===== src/rtl/pe_bus_arbiter.sv =====
// Round-robin arbiter for a shared PE broadcast bus: one grant per cycle, and the
// granted word is delivered to its one-hot destination one cycle later.
module pe_bus_arbiter #(
   parameter int unsigned logNumPe      = 3,
   parameter int unsigned dataLen       = 16,
   parameter int unsigned peBusIndexLen = logNumPe + 1
) (
   input  logic                                    clk,
   input  logic                                    reset,
   input  logic [(1 << logNumPe)*dataLen-1:0]       pe_bus_data_out,
   input  logic [(1 << logNumPe)*peBusIndexLen-1:0] pe_bus_data_out_v,
   output logic [(1 << logNumPe)-1:0]               pe_bus_contention,
   output logic [dataLen-1:0]                       pe_bus_data_in,
   output logic [(1 << logNumPe)-1:0]               pe_bus_data_in_v,
   output logic [15:0]                              xfer_count,
   output logic                                     dest_err
);

   localparam int unsigned NUM_PE = 1 << logNumPe;
   localparam int unsigned CNT_W  = 16;
   localparam logic [peBusIndexLen-1:0] MAX_IDX = peBusIndexLen'(NUM_PE);

   logic [NUM_PE-1:0]        req;
   logic [NUM_PE-1:0]        grant;
   logic                     gnt_any;
   logic [logNumPe-1:0]      gnt_idx;
   logic [logNumPe-1:0]      scan_idx;
   logic [dataLen-1:0]       sel_data;
   logic [peBusIndexLen-1:0] sel_idx;
   logic                     dst_valid;
   logic                     dst_bad;

   logic [logNumPe-1:0]      rr_ptr_q, rr_ptr_d;
   logic [dataLen-1:0]       data_in_q, data_in_d;
   logic [NUM_PE-1:0]        data_in_v_q, data_in_v_d;
   logic [CNT_W-1:0]         xfer_count_q, xfer_count_d;
   logic                     dest_err_q, dest_err_d;

   // A PE requests whenever its destination index is nonzero.
   always_comb begin
      req = '0;
      for (int unsigned i = 0; i < NUM_PE; i++) begin
         req[i] = |pe_bus_data_out_v[i*peBusIndexLen +: peBusIndexLen];
      end
   end

   // First requester at or above rr_ptr, wrapping through the top PE.
   always_comb begin
      grant    = '0;
      gnt_any  = 1'b0;
      gnt_idx  = '0;
      scan_idx = '0;
      for (int unsigned off = 0; off < NUM_PE; off++) begin
         scan_idx = rr_ptr_q + logNumPe'(off);
         if (!gnt_any && req[scan_idx]) begin
            gnt_any         = 1'b1;
            gnt_idx         = scan_idx;
            grant[scan_idx] = 1'b1;
         end
      end
   end

   always_comb begin
      sel_data = '0;
      sel_idx  = '0;
      for (int unsigned i = 0; i < NUM_PE; i++) begin
         if (grant[i]) begin
            sel_data = pe_bus_data_out[i*dataLen +: dataLen];
            sel_idx  = pe_bus_data_out_v[i*peBusIndexLen +: peBusIndexLen];
         end
      end
   end

   assign dst_bad           = gnt_any && (sel_idx > MAX_IDX);
   assign dst_valid         = gnt_any && !dst_bad;
   assign pe_bus_contention = req & ~grant;

   // Next-state for pointer, delivery registers, counter and sticky error.
   always_comb begin
      rr_ptr_d     = rr_ptr_q;
      data_in_d    = data_in_q;
      data_in_v_d  = '0;
      xfer_count_d = xfer_count_q;
      dest_err_d   = dest_err_q;
      if (gnt_any) begin
         rr_ptr_d = gnt_idx + logNumPe'(1);
      end
      if (dst_valid) begin
         data_in_d    = sel_data;
         data_in_v_d[logNumPe'(sel_idx - peBusIndexLen'(1))] = 1'b1;
         xfer_count_d = xfer_count_q + CNT_W'(1);
      end
      if (dst_bad) begin
         dest_err_d = 1'b1;
      end
   end

   always_ff @(posedge clk) begin
      if (reset) begin
         rr_ptr_q     <= '0;
         data_in_q    <= '0;
         data_in_v_q  <= '0;
         xfer_count_q <= '0;
         dest_err_q   <= 1'b0;
      end else begin
         rr_ptr_q     <= rr_ptr_d;
         data_in_q    <= data_in_d;
         data_in_v_q  <= data_in_v_d;
         xfer_count_q <= xfer_count_d;
         dest_err_q   <= dest_err_d;
      end
   end

   assign pe_bus_data_in   = data_in_q;
   assign pe_bus_data_in_v = data_in_v_q;
   assign xfer_count       = xfer_count_q;
   assign dest_err         = dest_err_q;

endmodule


===== config.mk =====
export PLATFORM = sky130hd
export DESIGN_NAME = pe_bus_arbiter
export DESIGN_NICKNAME = d
export VERILOG_FILES = /design/src/rtl/pe_bus_arbiter.sv
export SDC_FILE = /design/constraint.sdc
export NUM_CORES = 1
export LEC_CHECK = 0
export ABC_AREA = 1
export BUFFER_PORTS_ARGS = -buffer_cell sky130_fd_sc_hd__buf_2
export CELL_PAD_IN_SITES_DETAIL_PLACEMENT = 0
export CELL_PAD_IN_SITES_GLOBAL_PLACEMENT = 1
export CORE_MARGIN = 2
export CORE_UTILIZATION = 34
export DETAILED_ROUTE_END_ITERATION = 10
export GPL_TIMING_DRIVEN = 0
export PLACE_DENSITY_LB_ADDON = 0.1
export SLEW_MARGIN = 30
export SYNTH_ARGS = -nofsm -noshare
export SYNTH_HDL_FRONTEND = slang
export SYNTH_SLANG_ARGS = --single-unit

===== constraint.sdc =====
create_clock -name clk -period 7.6 [get_ports clk]
set_clock_uncertainty 0.2 [all_clocks]
set_input_delay 0.38 -clock clk [delete_from_list [all_inputs] [get_ports clk]]
set_output_delay 0.38 -clock clk [all_outputs]
set_load 0.01 [all_outputs]

**Word-level counts from Yosys, hierarchy flattened**

Index checks and enable logic that the tools add are counted.
W data, S select, Z words.

- Add/subtract/negate cells: 10
- Magnitude comparators: 19
- Multiplexer cells: 74
- Bitwise logic cells: 10
- Reductions and logical operators: 35

Operators with widths:

| kind | count |
|---|---|
| $mux W16 | 8 |
| $mux W8 | 8 |
| $or A8 B8 Y8 | 7 |
| $lt A3 B4 Y1 const B | 9 |
| $mux W4 | 8 |
| $reduce_or A4 Y1 | 8 |
| $demux W1 S3 | 9 |
| $ge A3 B1 Y1 const B | 9 |
| $mux W1 | 25 |
| $bmux W1 S3 | 8 |
| $mux W3 | 8 |
| $logic_and A1 B1 Y1 | 18 |
| $add A16 B1 Y16 const B | 1 |
| $add A3 B3 Y3 const B | 4 |
| $and A8 B8 Y8 | 1 |
| $logic_not A1 Y1 | 8 |
| $not A8 Y8 | 1 |
| $add A3 B1 Y3 const B | 2 |
| $add A3 B2 Y3 const B | 2 |
| $gt A4 B4 Y1 const B | 1 |
| $sub A3 B1 Y3 const B | 1 |
| $reduce_or A2 Y1 | 1 |
| $not A1 Y1 | 1 |

- Register bits: 44
- Bits of input ports: 162
- Output and inout port bits: 49
- Logic and storage cells: 153

**Depth between registers and ports, before layout**

Gate-level depths: netlist of run 1.

- Word-level depth: 39
- Mapped depth: 34
- Mapped depth without buffers: 30

**Least setup slack after synthesis of run 1**

Ideal clock, no wire load.

- Path type: register to register
- Start: register rr_ptr_q[0]
- End: register xfer_count_q[0] (netlist: xfer_count[0])
- Setup time: 0.112 ns
- Arrival: 4.222 ns
- Path slack: 3.066 ns
- Cell stages (with the launch flop): 34
- Clock period less this slack: 4.534 ns
- Cells stage by stage: dfxtp_1 -> inv_2 -> buf_4 -> clkbuf_1 -> ha_1 -> clkbuf_1 -> inv_1 -> nand3_1 -> nand3_1 -> nand2_2 -> nand2_4 -> nor2_8 -> nand4_4 -> nor2_2 -> buf_4 -> nand2_1 -> nand3_1 -> buf_2 -> buf_2 -> nand2_1 -> a21oi_1 -> a21oi_1 -> o21ai_0 -> nand2_1 -> o21ai_0 -> a22oi_1 -> ha_1 -> nand2_2 -> nand2_4 -> nand2_4 -> inv_4 -> buf_6 -> nor2_1 -> nor2_2

- Cells in the longest elaborated chain, start to end: 36

Ends and longest elaborated chain:

| element | RTL line | text |
|---|---|---|
| start, declared | 33 | `logic [logNumPe-1:0] rr_ptr_q, rr_ptr_d;` |
| start signal, assigned | 106 | `rr_ptr_q <= rr_ptr_d;` |
| parallel branches: the longest is 35 deep, another holds $lt A3 B4 Y1 | -- |  |
| $logic_and A1 B1 Y1 (*) | 75 | `assign dst_valid = gnt_any && !dst_bad;` |
| end signal, assigned | 109 | `xfer_count_q <= xfer_count_d;` |
| end, declared | 36 | `logic [CNT_W-1:0] xfer_count_q, xfer_count_d;` |

Every way passes the cells marked *. The select of a mux whose other input is x is not followed.
A chain may end at the register's enable or synchronous reset.

**Worst setup path after layout of run 1**

Same ends and word-level chain as after synthesis.

==> results of run 1 <==
[flip-flops by register name, indices dropped and copies added (netlist names)]
signal and cells:
xfer_count 16, rr_ptr_q 3, pe_bus_data_in_v 8, dest_err 1
pe_bus_data_in 16
[worst max path at each step]
stage | endpoint | slack (ns) | cells after the start
2_1_floorplan | xfer_count[0]$_SDFFE_PP0P_ | 3.07 | 33
3_3_place_gp | xfer_count[0]$_SDFFE_PP0P_ | 1.88 | 30
3_5_place_dp | xfer_count[0]$_SDFFE_PP0P_ | 1.83 | 33
4_1_cts | xfer_count[0]$_SDFFE_PP0P_ | 1.81 | 33
5_1_grt | xfer_count[0]$_SDFFE_PP0P_ | 1.27 | 30
6_report | xfer_count[0]$_SDFFE_PP0P_ | 1.79 | 33
[critical path: cells and delay by family (launching register included)]
family | cells | cell delay, ns
AOI/OAI and AO/OA | 5 | 0.79
adders and majority gates | 2 | 0.46
buffers and inverters | 10 | 2.17
DFF | 1 | 0.35
and+or+nand+nor | 16 | 1.72
[synthesized netlist by cell type (3+ instances only)]
master	number	share of area [%]
nor2_2	3	0.38
nand3_1	116	12
nand2_1	234	18
a21oi_1	75	7.7
ha_1	9	2.3
inv_1	34	2.6
buf_1	4	0.31
clkbuf_1	15	1.1
xor2_1	9	1.6
nor2_1	172	13
nand2_2	8	1.0
o22ai_1	4	0.51
o21ai_0	10	1.0
a22oi_1	4	0.61
buf_2	18	1.8
dfxtp_1	44	18
inv_2	12	0.92
xnor2_1	8	1.4
nand4_1	7	0.89
nor3_1	16	1.6
nand3_2	7	1.4
buf_4	6	0.92
a21boi_0	16	2.4
o211ai_1	19	2.9
nand2_4	4	0.92
[layer usage]
metal	vias to the layer above	routed length [µm]	part of all wire, %	GRT usage [%]
li1	3341	-	-	-
met1	2910	8525	42	31.25
met2	220	9872	49	46.41
met3	34	1364	6.8	4.121
met4	0	433	2.1	5.688
met5	-	0	0	0
[cell type report]
class | instances | area (µm²)
inverter | 48 | 185.2
clock buffer | 6 | 128.9
multi-input combinational | 741 | 3622
tap | 180 | 225.2
clock inverter | 2 | 35.03
sequential | 44 | 880.8
antenna | 2 | 5.005
timing repair buffer | 209 | 1046
buffer | 44 | 217.7
fill | 1609 | 7642
[kinds of logic (layout without fill, tap and decap cells)]
family	Yosys count	in the layout	share of synthesized area, %
buffers and inverters	92	309	8.212
AO/OA/AOI/OAI	136	136	16.63
adder cells (fa/ha/maj)	9	9	2.295
other	0	2	0
AND/OR/NAND/NOR	579	579	51.87
flip-flops	44	44	17.95
XOR/XNOR	17	17	3.035
[per-stage QoR]
step,instance area (µm²),std cells,hold WS (ns)
after floorplan,4906,877,0.2740
after global placement,6177,1266,0.2374
after detailed placement,6177,1266,0.2471
after CTS,6341,1274,0.2566
after global routing,6344,1275,0.2876
final,6346,1276,0.2524
[cells in the final DEF, fill, tap and decap left out, types with 6 or more instances in the layout]
cell type and instances:
nand2_1 234, buf_2 227, nor2_1 172, nand3_1 116
a21oi_1 75, dfxtp_1 44, inv_1 34, o211ai_1 19
clkbuf_1 16, nor3_1 16, a21boi_0 16, inv_2 12
o21ai_0 10, xor2_1 9, ha_1 9, nand2_2 8
xnor2_1 8, nand3_2 7, nand4_1 7, buf_4 6
[power groups by stage]
stage / Combinational (mW) / Sequential (mW) / Clock [mW]
after CTS: 2.51 / 0.342 / 0.245
after global placement: 2.49 / 0.346 / 0
final: 2.50 / 0.343 / 0.242
after global routing: 2.83 / 0.350 / 0.256
after floorplan: 1.80 / 0.357 / 0
after detailed placement: 2.50 / 0.347 / 0
==> results.json, run 1 <==
{
  "run_status": "finished, final reports clean",
  "design.core.area_um2": 13990,
  "min_to": "dest_err$_SDFFE_PP0P_",
  "cts_setup_buffers": 0,
  "hp-class": "reg -> reg",
  "period_needed_ns": 5.807,
  "crit_type": "reg -> reg",
  "postCtsResizedCells": 0,
  "fmax_ghz": 0.1722,
  "cts_buffers": 5,
  "rr_endpoint": "xfer_count[0]$_SDFFE_PP0P_",
  "r2r-start": "rr_ptr_q[0]$_SDFFE_PP0P_",
  "power_frac_comb_pct": 81.0,
  "ys_seq_elements": 44,
  "drive_gt1_share_pct": 26.05,
  "netSwitchingPower_mw": 1.796,
  "clock_latency_ns": 0.28,
  "die_x_um": 124.1,
  "antenna_found_initial": 2,
  "clock_sinks": 44,
  "drc": 0,
  "tightestPinTransition_ns": 0.5870,
  "clock_power_share_pct": 7.9,
  "synthCells": 877,
  "wirelength_um": 20200,
  "setup_slack_ns": 1.793,
  "grt-ovfl-total": 0,
  "yosys_warnings": 0,
  "fin_crit_sh_pct": 76.41,
  "dp_slack_ns": 1.825,
  "avgSynthCellArea_um2": 5.594,
  "grt_pass1_vias": 6116,
  "min_path_cells": 2,
  "first_iter_violations": 363,
  "crit_required_ns": 7.58,
  "rsz0062_at_grt": "false",
  "ir_worst_vdd_v": 0.0001852,
  "p_sw_share_pct": 58.28,
  "die-height_um": 124.1,
  "synth_edf_count": 0,
  "grt_usage_pct": 25.48,
  "startpoint": "rr_ptr_q[0]$_SDFFE_PP0P_",
  "setup_tns_ns": 0,
  "clockRootBuffer": "clkbuf_16",
  "drt-wirelength-per-cell_um": 15.83,
  "drv_cap": 0,
  "cts_tree": "done",
  "hpwl_um": 16600,
  "leakage_nw": 3.218,
  "final_util_pct": 45.37,
  "ant_nets": 0,
  "dieArea_um2": 15410,
  "io_pins": 211,
  "htree_levels": 2,
  "vias_per_cell": 5.098,
  "synthArstFlopShare_pct": 0,
  "slew_violations": 0,
  "grt_max_degree": 14,
  "power_density_nw_per_um2": 485.5,
  "setup_violations": 0,
  "syn2layout_area_growth_pct": 29.35,
  "synth_area_um2": 4906,
  "crit_path_max_fanout": 10,
  "clkTransAtPathRegs_ns": 0.06,
  "clk_path_buf_depth": 2,
  "hold_buffers": 0,
  "cp-end-kind": "flop",
  "finalHoldViolations": 0,
  "grt_pass1_wl_um": 30620,
  "relSlewSlack_pct": 60.46,
  "r2r_cells": 33,
  "power.internal_mw": 1.285,
  "synthesis.nets": 1048,
  "port-buffer-count": 209,
  "start_kind": "flop",
  "p_total_mw": 3.081,
  "rows": 43,
  "p_seq_share_pct": 11.1,
  "vias": 6505,
  "nNetsFinal": 1264,
  "dr.pass1.iters": 7,
  "yosys_most_used_dff": "dfxtp_1",
  "ys_types": 43,
  "gp_congestion": 0.8859,
  "reg2reg_slack_ns": 1.79,
  "arrival_ns": 5.79,
  "cp_slowest_stage_delay_ns": 0.43,
  "ys_seq_area_share_pct": 17.95,
  "crit_slowest_cell": "clkbuf_1",
  "holdCritStartpoint": "dest_err$_SDFFE_PP0P_",
  "start_util_pct": 35.07
}
(Power assumes the default switching activity.)
==> inputs of run 2 (changes only) <==
--- a/config.mk
+++ b/config.mk
@@ -10,7 +10,7 @@
 export CELL_PAD_IN_SITES_DETAIL_PLACEMENT = 0
 export CELL_PAD_IN_SITES_GLOBAL_PLACEMENT = 1
 export CORE_MARGIN = 2
-export CORE_UTILIZATION = 34
+export CORE_UTILIZATION = 32
 export DETAILED_ROUTE_END_ITERATION = 10
 export GPL_TIMING_DRIVEN = 0
 export PLACE_DENSITY_LB_ADDON = 0.1
==> constraint.sdc (replaced) <==
create_clock -name clk -period 5.5 [get_ports clk]
set_clock_uncertainty 0.2 [all_clocks]
set_input_delay 0.275 -clock clk [delete_from_list [all_inputs] [get_ports clk]]
set_output_delay 0.275 -clock clk [all_outputs]
set_load 0.01 [all_outputs]
==> run 2 against run 1 <==
Final area barely moved. Via count rose by 0.57%. Clock-buffer cell count did not move. Wire length rose by 1.5%. Final cell count rose by 0.31%. Global-route usage fell by 1.3 points. Core utilization fell by 3.3 points. First-iteration DRC count rose by 25%. Non-clock buffer count fell by 5. Total power rose by 38%. Critical path type unchanged. Largest cell class unchanged.
==> results.json, run 2 (synthesis gave the netlist of run 1 again) <==
{
  "grt_pass1_wl_um": 31420,
  "grt-ovfl-total": 0,
  "critical-path-top-delay-family": "simple AND/OR/NAND/NOR gates",
  "design.core.area_um2": 15090,
  "die_x_um": 127.8,
  "grtUsageMet2_pct": 43.47,
  "cts_setup_buffers": 0,
  "vias": 6542,
  "crit_slowest_cell": "ha_2",
  "crit_type": "reg -> reg",
  "grt_max_degree": 20,
  "finalHoldViolations": 0,
  "arrival_ns": 5.00,
  "run_status": "finished, final reports clean",
  "tightestPinTransition_ns": 0.5171,
  "clock_latency_ns": 0.29,
  "cts_tree": "done",
  "cp_slowest_stage_delay_ns": 0.44,
  "dp_slack_ns": -0.2070,
  "drv_cap": 0,
  "hpwl_um": 16950,
  "rsz0062_at_grt": "false",
  "clockRootBuffer": "clkbuf_16",
  "holdWs_ns": 0.1781,
  "path_buf_inv": 6,
  "placed_area_um2": 6187,
  "dieArea_um2": 16340,
  "vias_per_cell": 5.111,
  "use_met3_pct": 2.880,
  "die-height_um": 127.8,
  "globalRoute.busiestLayer": "met2",
  "first_iter_violations": 453,
  "power_density_nw_per_um2": 672.2,
  "clk_path_buf_depth": 2,
  "nNetsFinal": 1259,
  "antenna_found_initial": 3,
  "cts_buffers": 5,
  "period_needed_ns": 5.013,
  "crit_path_max_fanout": 19,
  "fill_cells": 1748,
  "rows": 45,
  "relSlewSlack_pct": 65.16,
  "ant_nets": 0,
  "r2r_cells": 27,
  "io_pins": 211,
  "drc": 0,
  "slew_violations": 0,
  "hold_buffers": 0,
  "final_common_cell": "nand2_1",
  "final_util_pct": 42.04,
  "fmax_ghz": 0.1995,
  "crit_required_ns": 5.48,
  "clock_sinks": 44,
  "clkTransAtPathRegs_ns": 0.06,
  "leakage_nw": 3.204,
  "grt_pass1_vias": 6045,
  "setup_slack_ns": 0.4873,
  "ir_worst_vdd_v": 0.0002557,
  "drive_gt1_share_pct": 26.17,
  "wirelength_um": 20500,
  "setup_tns_ns": 0,
  "syn2layout_area_growth_pct": 29.30,
  "setup_violations": 0,
  "fin_area_um2": 6344,
  "start_util_pct": 32.51,
  "most-common-layout-cells": "nand2_1, buf_2, nor2_1",
  "hp-class": "in -> reg",
  "dr.pass1.iters": 5,
  "use_met1_pct": 31.12,
  "port-buffer-count": 209,
  "fin_crit_sh_pct": 91.14,
  "gp_congestion": 0.8836,
  "min_path_cells": 2,
  "htree_levels": 2,
  "drt-wirelength-per-cell_um": 16.01,
  "grt_usage_pct": 24.23,
  "start_kind": "flop",
  "cp-end-kind": "flop",
  "path_depth": 27
}
run 2: per-stage QoR:
stage          power [mW]  std cells
2_1_floorplan       2.985        877
3_3_place_gp        3.962       1274
3_5_place_dp        3.957       1274
4_1_cts             4.301       1281
5_1_grt             4.768       1280
6_report            4.264       1280
run 2: layout make-up:
type	instances	area, µm²	area share (%)
Multi-Input combinational cell	741	3625	57.14
Timing Repair Buffer	209	1046	16.49
Sequential cell	44	882.1	13.91
Tap cell	188	235.2	3.708
Buffer	39	198.9	3.136
Inverter	48	185.2	2.919
Clock buffer	6	128.9	2.032
Clock inverter	2	35.03	0.5523
Antenna cell	3	7.507	0.1183
run 2: path summary, 6_finish.rpt:
| path | from | to | slack, ns |
|---|---|---|---|
| worst min-delay path | reset | dest_err$_SDFFE_PP0P_ | 0.18 |
| worst max register to register | rr_ptr_q[0]$_SDFFE_PP0P_ | xfer_count[0]$_SDFFE_PP0P_ | 0.49 |
| worst min register to register | dest_err$_SDFFE_PP0P_ | dest_err$_SDFFE_PP0P_ | 0.25 |
| worst max-delay path | rr_ptr_q[0]$_SDFFE_PP0P_ | xfer_count[0]$_SDFFE_PP0P_ | 0.49 |
run 2: where the power goes:
group / switching, mW / internal, mW / leakage, nW / total [mW]
Sequential: 0.0628 / 0.410 / 0.361 / 0.473
Clock: 0.120 / 0.214 / 0.0809 / 0.333
Combinational: 2.31 / 1.15 / 2.76 / 3.46
Total: 2.49 / 1.77 / 3.20 / 4.26
run 2: metal layers:
layer / wire length (µm) / up-vias / share of wire (%)
met5: 0 / - / 0
met3: 1122 / 19 / 5.5
met2: 10170 / 216 / 50
li1: - / 3332 / -
met4: 260 / 0 / 1.3
met1: 8948 / 2975 / 44
run 2: what timing repair did:
action,4_1_cts,5_1_grt
endpoints found under the setup margin,41,41
cloned,0,0
hold endpoints to repair,0,0
gates resized for setup,1,2
run 2: worst reg2reg max path, delay by kind of cell (launching register included):
family                   cells  cell delay, ns
buffers and inverters        6            1.02
flip-flops                   1            0.39
AND/OR/NAND/NOR             13            1.54
AO/OA/AOI/OAI                6            1.06
adder cells (fa/ha/maj)      2            0.69
